--- src/rtl/pi_digit_sequencer_pkg.sv ---
`default_nettype none
// ============================================================================
// Module   : pi_digit_sequencer_pkg
// Brief    : Shared types and default constants for the pi digit sequencer.
// Revision : 1.0 - initial release
// ============================================================================
package pi_digit_sequencer_pkg;

    localparam int unsigned c_INDEX_W      = 10;
    localparam int unsigned c_CNT_W        = 16;
    localparam int unsigned c_LOAD_W       = 5;
    localparam int unsigned c_DWELL_CYCLES = 1000;
    localparam int unsigned c_GAP_CYCLES   = 100;

    typedef enum logic [2:0] {
        ST_IDLE  = 3'd0,
        ST_FETCH = 3'd1,
        ST_SHOW  = 3'd2,
        ST_HOLD  = 3'd3,
        ST_GAP   = 3'd4
    } seq_state_t;

endpackage
`default_nettype wire

--- src/rtl/pi_digit_sequencer_if.sv ---
`default_nettype none
// ============================================================================
// Module   : pi_digit_sequencer_if
// Brief    : Control, ROM and display signals of the pi digit sequencer.
// Revision : 1.0 - initial release
// ============================================================================
interface pi_digit_sequencer_if
    import pi_digit_sequencer_pkg::*;
#(
    parameter int unsigned INDEX_W = c_INDEX_W
);
    logic                load;
    logic [c_LOAD_W-1:0] load_data;
    logic                run;
    logic                step;
    logic [INDEX_W-1:0]  rom_index;
    logic [3:0]          rom_code;
    logic [3:0]          digit_code;
    logic                digit_valid;
    logic                blank;
    logic                dp;
    logic                wrap;

    // master: the sequencer itself
    modport master (
        input  load, load_data, run, step, rom_code,
        output rom_index, digit_code, digit_valid, blank, dp, wrap
    );

    // slave: the surrounding control, ROM and display logic
    modport slave (
        output load, load_data, run, step, rom_code,
        input  rom_index, digit_code, digit_valid, blank, dp, wrap
    );
endinterface
`default_nettype wire

--- src/rtl/pi_digit_sequencer_seq_timer.sv ---
`default_nettype none
// ============================================================================
// Module   : pi_digit_sequencer_seq_timer
// Brief    : Loadable saturating down-counter shared for dwell and gap timing.
// Revision : 1.0 - initial release
// ============================================================================
module pi_digit_sequencer_seq_timer
    import pi_digit_sequencer_pkg::*;
#(
    parameter int unsigned CNT_W = c_CNT_W
) (
    input  wire logic             clk,
    input  wire logic             reset,
    input  wire logic             i_load,
    input  wire logic [CNT_W-1:0] i_load_value,
    input  wire logic             i_enable,
    output logic      [CNT_W-1:0] o_count,
    output logic                  o_zero
);
    logic [CNT_W-1:0] r_count;
    logic             w_zero;

    assign w_zero = (r_count == '0);

    always_ff @(posedge clk) begin
        if (reset) begin
            r_count <= '0;
        end else if (i_load) begin
            r_count <= i_load_value;
        end else if (i_enable && !w_zero) begin
            r_count <= r_count - 1'b1;
        end
    end

    assign o_count = r_count;
    assign o_zero  = w_zero;
endmodule
`default_nettype wire

--- src/rtl/pi_digit_sequencer.sv ---
`default_nettype none
// ============================================================================
// Module   : pi_digit_sequencer
// Brief    : Walks the pi digit ROM and drives the 7-segment decoder with
//            dwell, blank gap, free-run and single-step control.
// Revision : 1.0 - initial release
// ============================================================================
module pi_digit_sequencer
    import pi_digit_sequencer_pkg::*;
#(
    parameter int unsigned INDEX_W      = c_INDEX_W,
    parameter int unsigned DWELL_CYCLES = c_DWELL_CYCLES,
    parameter int unsigned GAP_CYCLES   = c_GAP_CYCLES,
    parameter int unsigned CNT_W        = c_CNT_W
) (
    input  wire logic              clk,
    input  wire logic              reset,
    pi_digit_sequencer_if.master   bus
);
    localparam logic [CNT_W-1:0] c_DWELL_PRESET = CNT_W'(DWELL_CYCLES - 1);
    localparam logic [CNT_W-1:0] c_GAP_PRESET   =
        (GAP_CYCLES == 0) ? '0 : CNT_W'(GAP_CYCLES - 1);
    localparam logic             c_GAP_SHORT    = (GAP_CYCLES <= 1);
    localparam logic             c_GAP_BLANK    = (GAP_CYCLES != 0);

    seq_state_t         r_state;
    logic [INDEX_W-1:0] r_index;
    logic [3:0]         r_digit_code;
    logic               r_digit_valid;
    logic               r_blank;
    logic               r_dp;
    logic               r_wrap;

    logic [CNT_W-1:0]   w_timer_count;
    logic               w_timer_zero;
    logic               w_timer_load;
    logic [CNT_W-1:0]   w_timer_value;
    logic               w_timer_en;
    logic               w_enter_gap;
    logic               w_advance;

    assign w_enter_gap = ((r_state == ST_SHOW) && w_timer_zero && bus.run) ||
                         ((r_state == ST_HOLD) && (bus.run || bus.step));

    // The index steps on the edge that opens the final GAP cycle, so the
    // registered ROM has already captured the next digit when FETCH runs.
    assign w_advance = (w_enter_gap && c_GAP_SHORT) ||
                       ((r_state == ST_GAP) && (w_timer_count == CNT_W'(1)));

    assign w_timer_load  = !bus.load && ((r_state == ST_FETCH) || w_enter_gap);
    assign w_timer_value = (r_state == ST_FETCH) ? c_DWELL_PRESET : c_GAP_PRESET;
    assign w_timer_en    = !bus.load && ((r_state == ST_SHOW) || (r_state == ST_GAP));

    pi_digit_sequencer_seq_timer #(
        .CNT_W (CNT_W)
    ) u_timer (
        .clk          (clk),
        .reset        (reset),
        .i_load       (w_timer_load),
        .i_load_value (w_timer_value),
        .i_enable     (w_timer_en),
        .o_count      (w_timer_count),
        .o_zero       (w_timer_zero)
    );

    always_ff @(posedge clk) begin
        if (reset) begin
            r_state       <= ST_IDLE;
            r_index       <= '0;
            r_digit_code  <= '0;
            r_digit_valid <= 1'b0;
            r_blank       <= 1'b1;
            r_dp          <= 1'b0;
            r_wrap        <= 1'b0;
        end else begin
            r_digit_valid <= 1'b0;
            r_wrap        <= 1'b0;
            if (bus.load) begin
                r_index <= {bus.load_data, r_index[INDEX_W-1:c_LOAD_W]};
                r_state <= ST_IDLE;
                r_blank <= 1'b1;
                r_dp    <= 1'b0;
            end else begin
                if (w_advance) begin
                    r_index <= r_index + 1'b1;
                    r_wrap  <= (r_index == '1);
                end
                case (r_state)
                    ST_IDLE: begin
                        r_blank <= 1'b1;
                        if (bus.run || bus.step) begin
                            r_state <= ST_FETCH;
                        end
                    end
                    ST_FETCH: begin
                        r_state       <= ST_SHOW;
                        r_digit_code  <= bus.rom_code;
                        r_digit_valid <= 1'b1;
                        r_blank       <= 1'b0;
                        r_dp          <= (r_index == '0);
                    end
                    ST_SHOW: begin
                        if (w_timer_zero) begin
                            if (bus.run) begin
                                r_state <= ST_GAP;
                                r_blank <= c_GAP_BLANK;
                                r_dp    <= 1'b0;
                            end else begin
                                r_state <= ST_HOLD;
                            end
                        end
                    end
                    ST_HOLD: begin
                        if (bus.run || bus.step) begin
                            r_state <= ST_GAP;
                            r_blank <= c_GAP_BLANK;
                            r_dp    <= 1'b0;
                        end
                    end
                    ST_GAP: begin
                        // Blank spans exactly the GAP cycles between digits.
                        if (w_timer_zero) begin
                            r_state <= ST_FETCH;
                            r_blank <= 1'b0;
                        end
                    end
                    default: begin
                        r_state <= ST_IDLE;
                        r_blank <= 1'b1;
                    end
                endcase
            end
        end
    end

    assign bus.rom_index   = r_index;
    assign bus.digit_code  = r_digit_code;
    assign bus.digit_valid = r_digit_valid;
    assign bus.blank       = r_blank;
    assign bus.dp          = r_dp;
    assign bus.wrap        = r_wrap;
endmodule
`default_nettype wire

--- src/flat_wrapper.sv ---
// flat-port wrapper written by rule: the top's interface ports become plain ports
module pi_digit_sequencer_flat import pi_digit_sequencer_pkg::*;
#(
    parameter int unsigned INDEX_W      = c_INDEX_W,
    parameter int unsigned DWELL_CYCLES = c_DWELL_CYCLES,
    parameter int unsigned GAP_CYCLES   = c_GAP_CYCLES,
    parameter int unsigned CNT_W        = c_CNT_W
)
  (clk, reset, bus_load, bus_load_data, bus_run, bus_step, bus_rom_code, bus_rom_index, bus_digit_code, bus_digit_valid, bus_blank, bus_dp, bus_wrap);
  pi_digit_sequencer_if #(.INDEX_W(INDEX_W)) bus_i ();
  input  wire logic clk;
  input  wire logic reset;
  input wire logic [$bits(bus_i.load)-1:0] bus_load;
  input wire logic [$bits(bus_i.load_data)-1:0] bus_load_data;
  input wire logic [$bits(bus_i.run)-1:0] bus_run;
  input wire logic [$bits(bus_i.step)-1:0] bus_step;
  input wire logic [$bits(bus_i.rom_code)-1:0] bus_rom_code;
  output wire logic [$bits(bus_i.rom_index)-1:0] bus_rom_index;
  output wire logic [$bits(bus_i.digit_code)-1:0] bus_digit_code;
  output wire logic [$bits(bus_i.digit_valid)-1:0] bus_digit_valid;
  output wire logic [$bits(bus_i.blank)-1:0] bus_blank;
  output wire logic [$bits(bus_i.dp)-1:0] bus_dp;
  output wire logic [$bits(bus_i.wrap)-1:0] bus_wrap;
  assign bus_i.load = bus_load;
  assign bus_i.load_data = bus_load_data;
  assign bus_i.run = bus_run;
  assign bus_i.step = bus_step;
  assign bus_i.rom_code = bus_rom_code;
  assign bus_rom_index = bus_i.rom_index;
  assign bus_digit_code = bus_i.digit_code;
  assign bus_digit_valid = bus_i.digit_valid;
  assign bus_blank = bus_i.blank;
  assign bus_dp = bus_i.dp;
  assign bus_wrap = bus_i.wrap;
  pi_digit_sequencer #(.INDEX_W(INDEX_W), .DWELL_CYCLES(DWELL_CYCLES), .GAP_CYCLES(GAP_CYCLES), .CNT_W(CNT_W)) u_core (.clk(clk), .reset(reset), .bus(bus_i));
endmodule
--- config.mk ---
export PLATFORM = sky130hd
export DESIGN_NAME = pi_digit_sequencer_flat
export DESIGN_NICKNAME = d
export VERILOG_FILES = /design/src/rtl/pi_digit_sequencer_pkg.sv /design/src/rtl/pi_digit_sequencer_if.sv /design/src/rtl/pi_digit_sequencer_seq_timer.sv /design/src/rtl/pi_digit_sequencer.sv /design/src/flat_wrapper.sv
export SDC_FILE = /design/constraint.sdc
export NUM_CORES = 1
export LEC_CHECK = 0
export BUFFER_PORTS_ARGS = -buffer_cell sky130_fd_sc_hd__buf_2
export CAP_MARGIN = 20
export CORE_AREA = 10 10 104 106
export CTS_CLUSTER_SIZE = 24
export DETAILED_ROUTE_END_ITERATION = 7
export DIE_AREA = 0 0 114 116
export MAX_ROUTING_LAYER = met4
export PLACE_DENSITY = 0.47
export SYNTH_ARGS = -nofsm -noshare
export SYNTH_HDL_FRONTEND = slang
export SYNTH_SLANG_ARGS = --single-unit
--- constraint.sdc ---
create_clock -name clk -period 3.7 [get_ports clk]
set_input_delay 0.185 -clock clk [delete_from_list [all_inputs] [get_ports clk]]
set_output_delay 0.185 -clock clk [all_outputs]
set_load 0.02 [all_outputs]
Word level (Yosys, flattened, before mapping)
Index checks and enable logic that the tools add are counted.
{ "word_totals": {"regBits": 37, "in_bits": 14} }
{ "op_classes": {"n_mux": 21, "n_reduce_logical": 25, "bitwise": 2, "n_eq_ne": 11, "addsub": 2} }
{ "ops": {"columns": ["operator", "n"], "rows": [
  ["$mux 16", 2],
  ["$mux 10", 3],
  ["$eq 16x1->1 const B", 1],
  ["$logic_not 16->1", 1],
  ["$sub 16x1->16 const B", 1],
  ["$mux 3", 5],
  ["$pmux 3 s5", 1],
  ["$reduce_and 4->1", 3],
  ["$add 10x1->10 const B", 1],
  ["$eq 10x10->1 const B", 1],
  ["$logic_not 10->1", 1],
  ["$mux 1", 8],
  ["$ne 2x2->1 const B", 4],
  ["$logic_and 1x1->1", 7],
  ["$eq 3x2->1 const B", 2],
  ["$logic_or 1x1->1", 4],
  ["$pmux 1 s4", 1],
  ["$reduce_bool 2->1", 2],
  ["$eq 3x1->1 const B", 1],
  ["$eq 3x3->1 const B", 1],
  ["$logic_not 3->1", 1],
  ["$pmux 1 s3", 1],
  ["$reduce_bool 3->1", 1],
  ["$reduce_or 3->1", 1],
  ["5 further kinds", 7]
]} }

Logic depth before layout (Yosys ltp)
Gate-level depths: netlist of the first run.
{ "depth": {"depth_word": 7, "mapped_depth": 8} }

Hierarchy
From an unflattened synthesis of the first run, not the netlist that was laid out.
{ "unflattened": {"cells_unflattened": 272, "hier_area_um2": 2314.7} }
{ "by_module_without_submodules": {"columns": ["mod", "seq_area_each_um2", "n_inst", "area_per_inst_um2", "cells_per_inst"], "rows": [
  ["pi_digit_sequencer", 420.4, 1, 1370.1, 158],
  ["pi_digit_sequencer_seq_timer", 320.3, 1, 944.7, 114]
]} }

Worst setup path after synthesis of the first run
Ideal clock, no wire load.
{ "synth_path": {"path_type": "flip-flop to flip-flop", "startpoint": "register u_core.u_timer.r_count[0], in the netlist u_core.u_timer.o_count[0]", "endpoint": "register u_core.u_timer.r_count[2], in the netlist u_core.u_timer.o_count[2]", "arrival_ns": 1.732, "required_time_ns": 3.581, "path_stages_with_launch": 9, "slack_ns": 1.849, "path_cell_list": "dfxtp_1 -> inv_1 -> ha_1 -> nor4b_1 -> and4_2 -> buf_2 -> a2bb2oi_2 -> a21oi_1 -> o221a_2"} }
{ "synth_between": {"elab_chain_len": 7, "elab_cells_between_ends": 12, "cone_classes": "add/sub: 1; mux: 2; reduce/logical: 9"} }
{ "synth_lines": {"columns": ["element", "line_no", "rtl"], "rows": [
  ["start, declared", "pi_digit_sequencer_seq_timer.sv:20", "logic [CNT_W-1:0] r_count;"],
  ["start signal, assigned", "pi_digit_sequencer_seq_timer.sv:29", "r_count <= i_load_value;"],
  ["start signal, assigned", "pi_digit_sequencer_seq_timer.sv:31", "r_count <= r_count - 1'b1;"],
  ["branches (longest 7 deep; another with $sub 16x1->16)", null, null]
]} }
Several ways; the timed one is not identified. The select of a mux whose other input is x is not followed.
A chain may end at the register's enable or synchronous reset.

Worst setup path after layout of the first run
{ "layout_path": {"startpoint": "register u_core.u_timer.r_count[2], in the netlist u_core.u_timer.o_count[2]", "endpoint": "register u_core.u_timer.r_count[9], in the netlist u_core.u_timer.o_count[9]"} }
Same word-level chain as after synthesis.

==> metrics.md, run 1 <==
| Metric | Value |
|---|---|
| Status | `completed` |
| Layout cells sized above 1 | `0.195` |
| Max Fanout on Critical Path | `15` |
| CTS Hold Bufs | `0` |
| Top cell type's share of synthesized area | `0.347` |
| Post-Syn Area | `2140 µm²` |
| Detailed-route via count | `1866` |
| Grt total ovfl | `0` |
| Worst Path Arrival | `between 2 and 2.5 ns` |
| CTS Buf Count | `5` |
| Via density | `4.85` |
| Max VDD drop | `0.128 mV` |
| TNS Setup | `0 ns` |
| Synth Flop Type | `dfxtp_1` |
| Slew Limit Fails | `0` |
| DIE WIDTH | `114 µm` |
| Initial core utilization | `0.246` |
| Wirelength, routed | `5.49 mm` |
| Clk_skew | `0.00576 ns` |
| Number of enable flip-flop cells after synthesis | `0` |
| Initial antenna violation count | `0` |
| Yosys cell types | `50` |
| Pre-antenna DRT Iters | `4` |
| Top-count cell post-synth | `dfxtp_1` |
| Io pins | `32` |
| Clk sinks | `37` |
| CTS tree | `done` |
| GPL Wtd Cong | `a little under 0.8` |
| Fmax | `467 MHz` |
| Max_slew headroom | `0.385` |
| Final worst-path cycle share | `0.579` |
| Placement Setup Slack | `between 1.5 and 2 ns` |
| Vias in the first global route | `roughly 1800` |
| Post-route setup slack | `1.56 ns` |
| FF+latch count, synth | `37` |
| Later-pin clock latency in the skew report | `0.28 ns` |
| Crit path launch type | `flop` |
| Required @ worst endpoint | `around 3.9 ns` |
| Fillers | `971` |
| Worst min path class | `primary input to flop` |
| First-pass GRT wire length | `9.44 mm` |
| Critical path's top delay family | `simple AND/OR/NAND/NOR gates` |
| DP Area | `roughly 2400 µm²` |
| Die height | `116 µm` |
| Synthesized net count | `~270` |
| Post-CTS Setup Inserts | `0` |
| H-tree Lvls | `2` |
| Worst setup path start | `u_core.u_timer.o_count[2]$_SDFFE_PP0P_` |
| Period minus WS final | `~2.1 ns` |
| Flip-flop and latch area | `741 µm²` |
| Area of the multi-input gates | `1270 µm²` |
| WS Path Type | `flop to flop` |
| Remaining DRCs | `0` |
| Hold Startpoint | `bus_rom_code[3]` |
| Root Driver | `clkbuf_8` |
| Row Count | `34` |
| GRT Overall Usage | `0.0896` |
| Critical R2R Launch | `u_core.u_timer.o_count[2]$_SDFFE_PP0P_` |
| Largest net degree at the start of global routing | `22` |
| Synth warnings | `0` |
| Syn Area/Cell | `8.58 µm²` |
| Hpwl dp | `4.08 mm` |
| Most frequent cells after synthesis | `37 x dfxtp_1, 31 x nor2_1, 22 x nand2_1, 16 x a21oi_1, 14 x xnor2_1` |
| Lkg Pwr | `between 0.8 and 0.9 nW` |
| Final setup vio count | `0` |
| Layout area overhead | `13.9%` |
| Cell Chain, Critical Path | `nor3_1, nand4_1, buf_4, o21ai_1, a31oi_1, o211a_1` |
| Reg clk slew, reported paths | `0.07 ns` |
| Largest area contributor in the netlist | `dfxtp_1` |
| Count of cells resized by post-cts repair | `0` |
| Power Density | `375 nW/µm²` |
| CP max-delay cell | `nor3_1` |
| Number of port buffers | `31` |
| Buffers & Inverters on Critical Path | `1` |
| CORE AREA | `8680 µm²` |
| Final Util | `0.280` |
| Design Area, Final | `2430 µm²` |
| Tightest Pin Transition | `approximately 0.9 ns` |
| CP endpoint kind | `flop` |
| Tot Pwr | `914 µW` |
| CP peak stage delay | `around 0.55 ns` |
| CTS max path bufs | `2` |
| Final count of hold timing violations | `0` |
| Starting DRT DRC Count | `roughly 120` |
| Synth area leaders | `dfxtp_1 35%, xnor2_1 5.7%, nor2_1 5.4%, nand2_1 3.9%, a21oi_1 3.7%` |
| RSZ-0062 raised after global routing | `no` |
| Antenna cell count | `0` |
| Wire per inst | `14.2 µm` |
| Async SR Flop Fraction | `0` |
| Max-Cap Viols | `0` |
| Die Area | `13200 µm²` |
| Post-Syn Instances | `249` |
| Sequential share of the synthesized area | `0.347` |
| Nets | `295` |
| Remaining antenna violation count | `0` |
path summary, 6_finish.rpt:
path | cells after the start | end | slack (ns)
min reg2reg | 2 | u_core.bus.digit_code[3]$_SDFFE_PP0P_ | 0.45
min | 3 | u_core.bus.digit_code[3]$_SDFFE_PP0P_ | 0.14
max | 6 | u_core.u_timer.o_count[9]$_SDFFE_PP0P_ | 1.56
max reg2reg | 6 | u_core.u_timer.o_count[9]$_SDFFE_PP0P_ | 1.56
where the power goes:
part           switching, mW  total [mW]  internal [mW]  leakage [nW]
registers             0.0279       0.443          0.415         0.302
clock network          0.139       0.273          0.134        0.0395
logic                  0.121       0.197         0.0758         0.547
total                  0.289       0.914          0.625         0.888
sequential cells by signal (all words and copies together), names as in the netlist:
register and count:
u_core.bus.rom_index 10, u_core.bus.digit_valid 1, u_core.bus.blank 1, u_core.bus.wrap 1, u_core.bus.digit_code 4, u_core.bus.dp 1
u_core.r_state 3, u_core.u_timer.o_count 16
worst register-to-register path: cells and delay by family, from the launching register on:
family / cells / cell delay, ns
AO/OA/AOI/OAI: 3 / 0.70
flip-flops: 1 / 0.38
AND/OR/NAND/NOR: 2 / 0.72
buffers and inverters: 1 / 0.23
layout make-up:
cell class                      instances  share of cell area
Clock buffer                            8              0.0329
Inverter                               11              0.0170
Multi-Input combinational cell        188               0.520
Sequential cell                        37               0.304
Tap cell                              108              0.0555
Timing Repair Buffer                   33              0.0699
metrics by stage:
step / std cells / hold slack, ns
floorplan: 249 / 0.321
global placement: 377 / 0.432
detailed placement: 377 / 0.435
CTS: 385 / 0.129
global route: 385 / 0.137
finish: 385 / 0.139
kinds of logic after synthesis:
group | Yosys count | share of synthesized area
and+or+nand+nor | 114 | 0.320
AOI/OAI and AO/OA | 45 | 0.144
DFF | 37 | 0.347
buffers and inverters | 24 | 0.0609
xor gates and xnor gates | 22 | 0.0902
adders and majority gates | 5 | 0.0293
muxes | 2 | 0.00937
layer usage:
layer	vias to the layer above	share of wire	global-route usage	wire length (µm)
li1	949	-	-	-
met1	876	0.49	0.115	2680
met2	34	0.44	0.133	2440
met3	7	0.055	0.0248	304
met4	0	0.011	0.0276	59
met5	-	0	-	0
cell usage in the layout (no fill, tap or decap), types with 10 or more instances in the layout:
cell,count
a21oi_1,16
buf_2,31
dfxtp_1,37
inv_1,11
nand2_1,22
nor2_1,31
nor4_1,10
xnor2_1,14
No activity file was read; power rests on OpenSTA's default activity.
==> run 2: changes to the inputs <==
--- a/config.mk
+++ b/config.mk
@@ -12,7 +12,7 @@
 export DETAILED_ROUTE_END_ITERATION = 7
 export DIE_AREA = 0 0 114 116
 export MAX_ROUTING_LAYER = met4
-export PLACE_DENSITY = 0.47
+export PLACE_DENSITY = 0.48
 export SYNTH_ARGS = -nofsm -noshare
 export SYNTH_HDL_FRONTEND = slang
 export SYNTH_SLANG_ARGS = --single-unit
==> constraint.sdc (replaced) <==
create_clock -name clk -period 1.9 [get_ports clk]
set_input_delay 0.095 -clock clk [delete_from_list [all_inputs] [get_ports clk]]
set_output_delay 0.095 -clock clk [all_outputs]
set_load 0.02 [all_outputs]
==> metrics.md, run 2 (synthesized netlist as in run 1, its figures left out) <==
| Metric | Value |
|---|---|
| Later-pin clock latency in the skew report | `approximately 0.30 ns` |
| Max VDD drop | `0.285 mV` |
| Remaining antenna violation count | `0` |
| Hold endpoint | `u_core.bus.digit_code[2]$_SDFFE_PP0P_` |
| Cell Chain, Critical Path | `or4bb_1, o21ai_1, buf_4, a31oi_1, o221a_2` |
| Buffers & Inverters on Critical Path | `1` |
| CP peak stage delay | `about 0.54 ns` |
| Status | `completed` |
| Io pins | `32` |
| CP endpoint kind | `flop` |
| TNS Setup | `0 ns` |
| Hold Startpoint | `bus_rom_code[2]` |
| DP Area | `2530 µm²` |
| Largest net degree at the start of global routing | `19` |
| Wire per inst | `around 15 µm` |
| DIE WIDTH | `114 µm` |
| Worst Path Arrival | `approximately 2.0 ns` |
| Max Fanout on Critical Path | `8` |
| Clk sinks | `37` |
| Fillers | `slightly above 900` |
| Critical path's top delay family | `flip-flops` |
| Vias in the first global route | `1923` |
| Hpwl dp | `between 4 and 5 mm` |
| Design Area, Final | `2850 µm²` |
| Commonest non-fill, non-tap cells in the layout | `33 x dfxtp_1, 32 x buf_2, 31 x nor2_1, 29 x buf_4, 21 x nand2_1` |
| Commonest non-fill, non-tap cell in the layout | `dfxtp_1` |
| Pre-antenna DRT Iters | `4` |
| Fin Hold WS | `0.0278 ns` |
| CTS Hold Bufs | `0` |
| Slew Limit Fails | `0` |
| Final worst-path cycle share | `0.950` |
| Final setup vio count | `0` |
| Tightest Pin Transition | `0.565 ns` |
| WS Path Type | `flop to flop` |
| CP max-delay cell | `dfxtp_1` |
| Remaining DRCs | `0` |
| Initial antenna violation count | `0` |
| Initial core utilization | `0.246` |
| Worst min path class | `primary input to flop` |
| Critical R2R Launch | `u_core.r_state[1]$_SDFFE_PP0P_` |
| Layout cells sized above 1 | `0.341` |
| Reg2reg end | `u_core.u_timer.o_count[2]$_SDFFE_PP0P_` |
| Required @ worst endpoint | `2.09 ns` |
| Lkg Pwr | `1.11 nW` |
| H-tree Lvls | `2` |
| Row Count | `34` |
| Period minus WS final | `1.81 ns` |
| Clk_skew | `0.0112 ns` |
| Max reg flops | `16` |
| CORE AREA | `roughly 8700 µm²` |
| CTS tree | `done` |
| Number of port buffers | `31` |
| Power Density | `783 nW/µm²` |
| Crit path launch type | `flop` |
| GRT Overall Usage | `0.0938` |
| Die height | `about 120 µm` |
| Reg clk slew, reported paths | `0.09 ns` |
| Grt total ovfl | `0` |
| First-pass GRT wire length | `9.86 mm` |
| Internal reg-to-reg setup slack | `0.09 ns` |
| Final count of hold timing violations | `0` |
| Hold Path Depth | `3` |
| CTS max path bufs | `2` |
| Antenna cell count | `0` |
| Die Area | `13200 µm²` |
| Detailed-route via count | `1978` |
| Worst R2R Path Depth | `5` |
| Fmax | `554 MHz` |
| Starting DRT DRC Count | `70` |
| GPL Wtd Cong | `0.840` |
| Max-Cap Viols | `0` |
| Layout area overhead | `33.5%` |
| Via density | `approximately 4.8` |
| Wirelength, routed | `about 6.3 mm` |
| Nets | `326` |
| Root Driver | `clkbuf_8` |
| Max_slew headroom | `0.620` |
| Tot Pwr | `2.24 mW` |
| CTS Buf Count | `5` |
## run 2: cell types whose count changed in the layout (fill, tap and decap cells not counted), sizes merged
cell    delta
nand3      +1
bufinv     +2
buf       +30
clkinv     +1
clkbuf     -3
## run 2: what timing repair did
| action | CTS | global route |
|---|---|---|
| setup endpoints to repair | 7 | 25 |
| cloned | 0 | 2 |
| pin swaps | 0 | 5 |
| setup buffers | 0 | 5 |
| gates resized for setup | 1 | 23 |
## run 2: how the worst max path moves through the flow
stage,start,end,depth (start not counted),slack (ns)
global route,u_core.r_state[1]$_SDFFE_PP0P_,u_core.u_timer.o_count[4]$_SDFFE_PP0P_,6,-0.03
CTS,u_core.u_timer.o_count[7]$_SDFFE_PP0P_,u_core.u_timer.o_count[2]$_SDFFE_PP0P_,6,0.02
global placement,u_core.u_timer.o_count[1]$_SDFFE_PP0P_,u_core.u_timer.o_count[2]$_SDFFE_PP0P_,8,-0.05
finish,u_core.r_state[1]$_SDFFE_PP0P_,u_core.u_timer.o_count[2]$_SDFFE_PP0P_,5,0.09
floorplan,u_core.u_timer.o_count[0]$_SDFFE_PP0P_,u_core.u_timer.o_count[2]$_SDFFE_PP0P_,8,0.05
detailed placement,u_core.u_timer.o_count[1]$_SDFFE_PP0P_,u_core.u_timer.o_count[7]$_SDFFE_PP0P_,8,-0.005
## run 2: power by group
group | switching (mW) | internal, mW | leakage, nW
clock network | 0.308 | 0.522 | 0.0681
logic | 0.305 | 0.248 | 0.740
registers | 0.0429 | 0.809 | 0.303
## run 2: metrics by stage
stage	utilization	std cells	setup slack [ns]
after floorplan	-	249	0.0492
after global placement	0.292	401	-0.0495
after detailed placement	0.292	401	-0.00523
after CTS	0.308	409	0.0162
after global routing	0.329	416	-0.0319
final	0.329	416	0.0942
## run 2: cell type report
| class | count | area, µm² | share of cell area |
|---|---|---|---|
| inverters | 11 | 41.3 | 0.0145 |
| well taps | 108 | 135 | 0.0473 |
| multi-input cells | 189 | 1390 | 0.487 |
| repair buffers | 63 | 409 | 0.143 |
| flip-flops and latches | 37 | 746 | 0.261 |
| clock buffers | 5 | 68.8 | 0.0241 |
| clock inverters | 3 | 65.1 | 0.0228 |
## run 2: per-layer routing
layer / up-vias / global-route usage / wire length [µm]
met2: 35 / 0.139 / 2860
met5: - / - / 0
met1: 928 / 0.123 / 3070
li1: 1011 / - / -
met3: 4 / 0.0238 / 275
met4: 0 / 0.0267 / 44
## run 2: worst min-delay path, stage by stage
cell and delay, ns:
buf_2 0.09, nand2_1 0.04, a21oi_1 0.05
